File: config.mk
export PLATFORM = sky130hd
export DESIGN_NAME = writeback_unit
export DESIGN_NICKNAME = d
export VERILOG_FILES = /design/src/rtl/writeback_unit.sv
export SDC_FILE = /design/constraint.sdc
export NUM_CORES = 1
export LEC_CHECK = 0
export CAP_MARGIN = 0
export CORE_ASPECT_RATIO = 1.5
export CORE_MARGIN = 1
export CORE_UTILIZATION = 39
export CTS_CLUSTER_SIZE = 10
export DETAILED_ROUTE_END_ITERATION = 16
export GPL_ROUTABILITY_DRIVEN = 0
export PLACE_DENSITY = 0.73
export SLEW_MARGIN = 5
export SYNTH_ARGS = -nofsm -noshare
export SYNTH_HDL_FRONTEND = slang
export SYNTH_SLANG_ARGS = --single-unit
File: constraint.sdc
create_clock -name clk -period 1.69 [get_ports clk]
set_input_delay 0.338 -clock clk [delete_from_list [all_inputs] [get_ports clk]]
set_output_delay 0.338 -clock clk [all_outputs]
set_load 0.1 [all_outputs]
File: src/rtl/writeback_unit.sv
// writeback_unit: MEM/WB stage of the 16-bit pipeline. It selects the ALU
// result or the load data, stalls while a load response is outstanding, and
// drives the register file write port from registers.
module writeback_unit #(
    parameter int DATA_W       = 16,
    parameter int ADDR_W       = 3,
    parameter bit ZERO_PROTECT = 1'b1,
    parameter int LOAD_TIMEOUT = 15,
    parameter int CNT_W        = 16
) (
    input  logic              clk,
    input  logic              rst,
    input  logic              wb_valid,
    output logic              wb_ready,
    input  logic              wb_reg_write,
    input  logic              wb_mem_to_reg,
    input  logic [ADDR_W-1:0] wb_dest,
    input  logic [DATA_W-1:0] wb_alu_result,
    input  logic              mem_rdata_valid,
    input  logic [DATA_W-1:0] mem_rdata,
    output logic              write_EN,
    output logic [ADDR_W-1:0] reg_write_add,
    output logic [DATA_W-1:0] reg_write_data,
    output logic              load_pending,
    output logic [ADDR_W-1:0] pending_add,
    output logic [CNT_W-1:0]  retire_count,
    output logic              load_timeout
);

    localparam int TIMER_W = $clog2(LOAD_TIMEOUT + 1);
    localparam logic [TIMER_W-1:0] TIMER_LAST = TIMER_W'(LOAD_TIMEOUT - 1);

    typedef enum logic {
        S_IDLE,
        S_WAIT_LOAD
    } state_t;

    state_t              state_q, state_d;
    logic                write_en_q, write_en_d;
    logic [ADDR_W-1:0]   reg_write_add_q, reg_write_add_d;
    logic [DATA_W-1:0]   reg_write_data_q, reg_write_data_d;
    logic [ADDR_W-1:0]   pending_add_q, pending_add_d;
    logic                pend_wr_ok_q, pend_wr_ok_d;
    logic [CNT_W-1:0]    retire_count_q, retire_count_d;
    logic                load_timeout_q, load_timeout_d;
    logic [TIMER_W-1:0]  timer_q, timer_d;

    logic accept;
    logic wr_ok;

    assign wb_ready = (state_q == S_IDLE);
    assign accept   = wb_valid && wb_ready;
    // r0 is hard-wired zero in the register file, so writes to it are dropped.
    assign wr_ok    = wb_reg_write && !(ZERO_PROTECT && (wb_dest == '0));

    // Next-state and registered write-port values for both states.
    always_comb begin
        // NOTE: every signal gets a default first so no path can infer a latch.
        state_d          = state_q;
        write_en_d       = 1'b0;
        reg_write_add_d  = reg_write_add_q;
        reg_write_data_d = reg_write_data_q;
        pending_add_d    = pending_add_q;
        pend_wr_ok_d     = pend_wr_ok_q;
        retire_count_d   = retire_count_q;
        load_timeout_d   = load_timeout_q;
        timer_d          = timer_q;

        unique case (state_q)
            S_IDLE: begin
                if (accept) begin
                    if (wb_reg_write && wb_mem_to_reg) begin
                        // Load: remember where it goes, then wait for data.
                        pending_add_d = wb_dest;
                        pend_wr_ok_d  = wr_ok;
                        timer_d       = '0;
                        state_d       = S_WAIT_LOAD;
                    end else begin
                        write_en_d     = wr_ok;
                        retire_count_d = retire_count_q + CNT_W'(1);
                        if (wr_ok) begin
                            reg_write_add_d  = wb_dest;
                            reg_write_data_d = wb_alu_result;
                        end
                    end
                end
            end
            S_WAIT_LOAD: begin
                if (mem_rdata_valid) begin
                    // Data on the final timeout cycle still completes the load.
                    write_en_d     = pend_wr_ok_q;
                    retire_count_d = retire_count_q + CNT_W'(1);
                    if (pend_wr_ok_q) begin
                        reg_write_add_d  = pending_add_q;
                        reg_write_data_d = mem_rdata;
                    end
                    pending_add_d = '0;
                    state_d       = S_IDLE;
                end else if (timer_q == TIMER_LAST) begin
                    // Response never came: drop the load and flag it.
                    load_timeout_d = 1'b1;
                    pending_add_d  = '0;
                    state_d        = S_IDLE;
                end else begin
                    timer_d = timer_q + TIMER_W'(1);
                end
            end
            default: state_d = S_IDLE;
        endcase
    end

    // State and output registers with synchronous reset.
    always_ff @(posedge clk) begin
        // NOTE: sequential state uses non-blocking assignments so every flop
        // samples pre-edge values regardless of statement order.
        if (rst) begin
            state_q          <= S_IDLE;
            write_en_q       <= 1'b0;
            reg_write_add_q  <= '0;
            reg_write_data_q <= '0;
            pending_add_q    <= '0;
            pend_wr_ok_q     <= 1'b0;
            retire_count_q   <= '0;
            load_timeout_q   <= 1'b0;
            timer_q          <= '0;
        end else begin
            state_q          <= state_d;
            write_en_q       <= write_en_d;
            reg_write_add_q  <= reg_write_add_d;
            reg_write_data_q <= reg_write_data_d;
            pending_add_q    <= pending_add_d;
            pend_wr_ok_q     <= pend_wr_ok_d;
            retire_count_q   <= retire_count_d;
            load_timeout_q   <= load_timeout_d;
            timer_q          <= timer_d;
        end
    end

    assign write_EN       = write_en_q;
    assign reg_write_add  = reg_write_add_q;
    assign reg_write_data = reg_write_data_q;
    assign load_pending   = (state_q == S_WAIT_LOAD);
    assign pending_add    = pending_add_q;
    assign retire_count   = retire_count_q;
    assign load_timeout   = load_timeout_q;

endmodule

==> results.py, run 1 <==
metrics = {
    "status": {
        "status": "finished clean",
    },
    "power": {
        "power_density_mw_per_mm2": 667,
        "p_leak_nw": 1.38,
        "vdd_ir_drop_max_mv": 0.452,
    },
    "clock_network": {
        "htreeDepth": 2,
        "ctsRootBufferMaster": "clkbuf_8",
        "cts.sinks": 46,
        "ctsHoldBuffers": 0,
        "cts_buffer_depth": 2,
        "clk_pin_slew_worst_paths_ns": 0.08,
        "cts_tree": "done",
        "cts_buffers": 5,
        "worst_skew_pair.late_latency_ns": 0.30,
    },
    "logic_synthesis": {
        "postSynth.asyncResetShare": 0,
        "synth_edf_count": 0,
        "synth_flop_cell": "dfxtp_1",
        "ys_warn_count": 0,
        "syn-num-nets": 275,
        "synthTopCellsByCount": "dfxtp_1 (46), nor2_1 (29), a211oi_1 (20), mux2i_1 (20), a21oi_1 (17)",
        "netlist_instances": 231,
        "synth_top_cell_area_share": 0.432,
        "yosysSeqAreaShare": 0.432,
        "synth_cell_types": 41,
        "synth.most_common_cell": "dfxtp_1",
        "yosysTopAreaCell": "dfxtp_1",
        "avgSynthCellArea_um2": 9.23,
        "netlist_area_mm2": 0.00213,
        "netlist_top_cells_area": "dfxtp_1 (43%), mux2i_1 (9.4%), a211oi_1 (7.0%)",
        "synth_seq_cells": 46,
    },
    "finish": {
        "final_core_util": 0.739,
        "finalNetCount": 377,
        "syn2layout_area_growth_pct": 80.5,
        "drive_gt1_frac": 0.323,
        "antenna_cells": 0,
        "fill_cells": 383,
        "final_cell_count_no_fill": 402,
        "stdcell_area_mm2": 0.00385,
    },
    "placement": {
        "post-place-ws_ns": -0.354,
        "dpl.cell_count": 388,
        "place_hpwl_mm": 4.24,
        "dpl_cell_area_mm2": 0.00361,
        "port_buffers": 82,
    },
    "setup_path": {
        "cp_num_buf_inv": 2,
        "crit_family": "simple AND/OR/NAND/NOR gates",
        "worst_path_max_delay_cell": "clkdlybuf4s50_1",
        "critPathMaxStageDelay_ns": 0.50,
        "crit_required_ns": 1.92,
        "path_cells": "clkdlybuf4s50_1 > and2_4 > a31oi_4 > buf_6 > or4_1 > a21oi_2",
        "cp-end-kind": "flop",
        "path_class": "in2reg",
        "cp-start-kind": "input port",
        "worstPathArrival_ns": 1.88,
        "cp_max_fo": 5,
    },
    "floorplanning": {
        "start_util": 0.410,
        "die_area_mm2": 0.00577,
        "die_y_um": 92.6,
        "rows": 32,
        "fp.dieW_um": 62.4,
        "core_mm2": 0.00520,
        "ios": 83,
    },
    "worst_hold_path": {
        "hp-class": "reg2reg",
    },
    "global_routing": {
        "track_usage": 0.210,
        "grt_pass1_vias": 2169,
        "grt_pass1_wl_mm": 9.64,
        "antenna_found_initial": 0,
        "overflow": 0,
        "grt_max_degree": 20,
    },
    "routing": {
        "drt-initial-drc-count": 122,
        "drc_errors": 0,
        "wl_mm": 5.98,
        "via_per_inst": 5.49,
        "via_count": 2205,
        "drt_pass1_iterations": 6,
        "wl_per_cell_um": 14.9,
        "drtAntennaViolNets": 0,
    },
    "timing": {
        "rsz0062_at_grt": "true",
        "fin_crit_sh": 0.976,
        "worst_slew_pin_slew_ns": 0.461,
        "fin_crit_ns": 1.65,
        "whs_ns": 0.490,
        "fin_skew_ns": 0.00405,
        "fin_ws_ns": 0.0414,
        "setup_viol": 0,
        "report.final.slew_viol_count": 0,
        "clock.fmax_mhz": 607,
        "max_slew_margin": 0.692,
        "hold_violations": 0,
    },
    "flow_run": {
        "drv_cap": 0,
    },
}
layout by cell type, fill, tap and decap left out, drive strengths merged, types with 2 or more instances in the layout:
cell type      netlist  routed
nor3                 3       3
ha                   3       3
nand3               10      10
nor2                29      29
a21oi               18      18
or3                  4       4
and4                 2       2
buf                  9      66
o21ai                3       3
clkbuf               6       9
nand4                3       3
inv                  4       3
and3                 2       2
nor4b                2       2
clkdlybuf4s50        0      38
xor2                 3       3
a31oi                2       4
dfxtp               46      46
mux2                 2       2
o31ai                9       9
nand2                7       7
or4                  8       8
mux2i               20      20
a211oi              20      20
bufbuf               0       2
nor2b                7       7
per-layer routing:
layer / GRT usage / wire (um) / vias up / part of all wire
met5: 0 / 0 / - / 0
met4: 0.0950 / 86 / 0 / 0.014
met3: 0.0665 / 448 / 9 / 0.075
met2: 0.394 / 3160 / 86 / 0.53
met1: 0.209 / 2280 / 1047 / 0.38
li1: - / - / 1063 / -
area by class of cell:
class | count | area, um2 | share of cell area
inverters | 4 | 18.8 | 0.00488
clock buffers | 8 | 80.1 | 0.0208
well taps | 68 | 85.1 | 0.0221
repair buffers | 108 | 1510 | 0.393
flip-flops and latches | 46 | 946 | 0.246
multi-input cells | 168 | 1200 | 0.313
through the flow:
stage                     setup TNS [ns]  power [mW]
final                                  0        2.57
after global routing             -0.0319        2.67
after CTS                              0        2.57
after detailed placement          -10.05        1.91
after global placement             -8.17        1.90
after floorplan                    -5.22        1.57
tightest hold or removal path: cells and delay by family (launching register included):
family	cells	cell delay (ns)
AO/OA/AOI/OAI	1	0.05
AND/OR/NAND/NOR	1	0.06
flip-flops	1	0.34
kinds of logic (layout without fill, tap and decap cells):
logic type                 after synthesis  after routing  share of synthesized area
AOI/OAI and AO/OA                       55             57                      0.181
xor gates and xnor gates                 3              3                     0.0123
adders and majority gates                3              3                     0.0176
buffers and inverters                   19            120                     0.0405
DFF                                     46             46                      0.432
muxes                                   22             22                      0.104
and+or+nand+nor                         83             83                      0.212
where the power goes:
part / switching [mW] / internal [mW]
combinational: 0.426 / 0.338
sequential: 0.0413 / 1.12
clock: 0.348 / 0.294
registers in the layout (all words and copies together) (netlist names):
signal	count
load_pending	1
load_timeout	1
pend_wr_ok_q	1
pending_add	3
reg_write_add	3
reg_write_data	16
retire_count	16
timer_q	4
write_EN	1
what timing repair did:
item	in CTS	in global routing
buffers inserted	2	0
pin swaps	2	2
setup endpoints to repair	11	11
hold endpoints to repair	0	0
gates cloned	2	2
resized for setup	6	9
worst paths after layout:
kind | startpoint | endpoint | slack, ns | depth (start not counted)
worst max-delay path | mem_rdata_valid | retire_count[6] | 0.04 | 6
worst min-delay path | timer_q[0] | timer_q[0] | 0.49 | 2
worst max register to register | retire_count[2] | retire_count[7] | 0.09 | 4
worst min register to register | timer_q[0] | timer_q[0] | 0.49 | 2
(Power assumes the default switching activity.)
==> run 2, diff against run 1 <==
- CELL_PAD_IN_SITES_DETAIL_PLACEMENT: default -> 0
- CELL_PAD_IN_SITES_GLOBAL_PLACEMENT: default -> 1
- CORE_UTILIZATION: 39 -> 29
- PLACE_DENSITY: 0.73 -> 0.74
==> run 2 against run 1 <==
Clock skew down 0.00058 ns. Via count down 5.2%. Clock power up 21%. Routed wire length fell by 5.9%. Critical endpoint is now retire_count[12]. Largest power group unchanged.
==> results.py, run 2 (synthesized netlist as in run 1, its figures left out) <==
metrics = {
    "timing": {
        "worst_slew_pin_slew_ns": 0.380,
        "hold_violations": 0,
        "clock.fmax_mhz": 611,
        "fin_crit_sh": 0.968,
        "report.final.slew_viol_count": 0,
        "fin_ws_ns": 0.0539,
        "max_slew_margin": 0.747,
        "fin_skew_ns": 0.00347,
        "setup_viol": 0,
        "rsz0062_at_grt": "true",
        "fin_crit_ns": 1.64,
    },
    "clock_network": {
        "worst_skew_pair.late_latency_ns": 0.29,
        "clk_pin_slew_worst_paths_ns": 0.08,
        "cts_tree": "done",
        "cts_buffer_depth": 2,
        "cts.sinks": 46,
        "htreeDepth": 2,
        "ctsRootBufferMaster": "clkbuf_8",
        "cts_buffers": 5,
    },
    "placement": {
        "place_hpwl_mm": 4.08,
        "post-place-ws_ns": -0.346,
        "port_buffers": 82,
        "dpl.cell_count": 417,
    },
    "setup_path": {
        "cp-start-kind": "flop",
        "reg2reg_slack_ns": 0.05,
        "cp-startpoint": "retire_count[0]",
        "critPathMaxStageDelay_ns": 0.42,
        "crit_required_ns": 1.91,
        "path_class": "reg2reg",
        "cp-end-kind": "flop",
        "worstPathArrival_ns": 1.86,
        "r2r_start": "retire_count[0]",
        "path_cells": "ha_2 > nand4_4 > or3_1 > or4_1 > a21oi_1",
        "worst_path_max_delay_cell": "or4_1",
        "cp_max_fo": 4,
        "rr_worst_depth": 5,
        "r2r_end": "retire_count[12]",
        "crit_path_end": "retire_count[12]",
    },
    "finish": {
        "final_cell_count_no_fill": 428,
        "layout_commonest_cell": "buf_12",
        "fill_cells": 639,
        "finalNetCount": 374,
        "antenna_cells": 0,
        "drive_gt1_frac": 0.323,
        "most-common-layout-cells": "buf_12 (44), clkdlybuf4s50_1 (36), dfxtp_1 (32)",
        "syn2layout_area_growth_pct": 82.2,
        "final_core_util": 0.556,
    },
    "floorplanning": {
        "die_area_mm2": 0.00771,
        "core_mm2": 0.00699,
        "ios": 83,
        "die_y_um": 107,
        "rows": 37,
        "start_util": 0.305,
        "fp.dieW_um": 72.0,
    },
    "worst_hold_path": {
        "hp-class": "reg2reg",
        "min_from": "timer_q[0]",
    },
    "global_routing": {
        "antenna_found_initial": 0,
        "grt_pass1_vias": 2100,
        "track_usage": 0.155,
        "grt_max_degree": 25,
        "overflow": 0,
        "grt_pass1_wl_mm": 9.44,
    },
    "routing": {
        "drc_errors": 0,
        "wl_mm": 5.63,
        "wl_per_cell_um": 13.2,
        "via_count": 2090,
        "drt-initial-drc-count": 52,
        "via_per_inst": 4.88,
        "drt_pass1_iterations": 4,
        "drtAntennaViolNets": 0,
    },
    "flow_run": {
        "drv_cap": 0,
    },
    "power": {
        "power_density_mw_per_mm2": 689,
        "p_leak_nw": 1.41,
        "vdd_ir_drop_max_mv": 0.417,
    },
    "status": {
        "status": "finished clean",
    },
}
## run 2: cell types whose count changed in the layout (fill, tap and decap cells not counted), moves of 2 or more
cell / previous run / this run
dlygate4sd2_1: 1 / 3
a31oi_2: 2 / 0
a21oi_2: 3 / 1
clkdlybuf4s50_1: 38 / 36
clkbuf_8: 5 / 8
clkbuf_1: 3 / 0
buf_6: 2 / 0
nor4b_2: 2 / 0
## run 2: routing by layer
layer	wire length (um)	part of all wire	global-route usage
met1	2180	0.39	0.160
met2	2890	0.51	0.286
met3	445	0.079	0.0564
met4	109	0.019	0.0490
met5	0	0	0
## run 2: worst min-delay path by stage
stage | endpoint | slack (ns) | cells after the start
floorplan | timer_q[0] | 0.46 | 2
global placement | timer_q[0] | 0.48 | 2
detailed placement | timer_q[0] | 0.48 | 2
CTS | timer_q[0] | 0.50 | 2
global route | timer_q[0] | 0.52 | 2
finish | timer_q[0] | 0.49 | 2
## run 2: layout make-up
class / count / area, um2 / area share
timing repair buffer: 107 / 1500 / 0.387
multi-input combinational: 166 / 1190 / 0.305
sequential: 46 / 946 / 0.243
tap: 97 / 121 / 0.0312
clock buffer: 8 / 110 / 0.0283
inverter: 4 / 18.8 / 0.00483
## run 2: critical path: cells and delay by family, from the launching register on
kind	cells	cell delay, ns
AND/OR/NAND/NOR	3	0.86
AO/OA/AOI/OAI	1	0.16
adder cells (fa/ha/maj)	1	0.20
flip-flops	1	0.35
## run 2: repair_timing
item / in CTS / in global routing
resized for setup: 5 / 9
hold buffers: 0 / 0
setup buffers: 1 / 0
setup endpoints to repair: 8 / 15
gates cloned: 2 / 0
pin swaps: 1 / 3
## run 2: stage by stage
step           TNS, ns  hold WS [ns]  power, mW  area [um2]
4_1_cts              0         0.496       2.71        3840
5_1_grt        -0.0148         0.517       2.80        3880
6_report             0         0.490       2.68        3880
3_3_place_gp     -8.65         0.480       1.90        3650
2_1_floorplan    -5.22         0.458       1.57        2170
3_5_place_dp     -9.97         0.483       1.91        3650
## run 2: report_power, final
group | switching [mW] | internal (mW) | total [mW] | leakage [nW]
logic | 0.417 | 0.328 | 0.746 | 0.970
clock network | 0.361 | 0.413 | 0.775 | 0.0575
registers | 0.0378 | 1.12 | 1.16 | 0.381
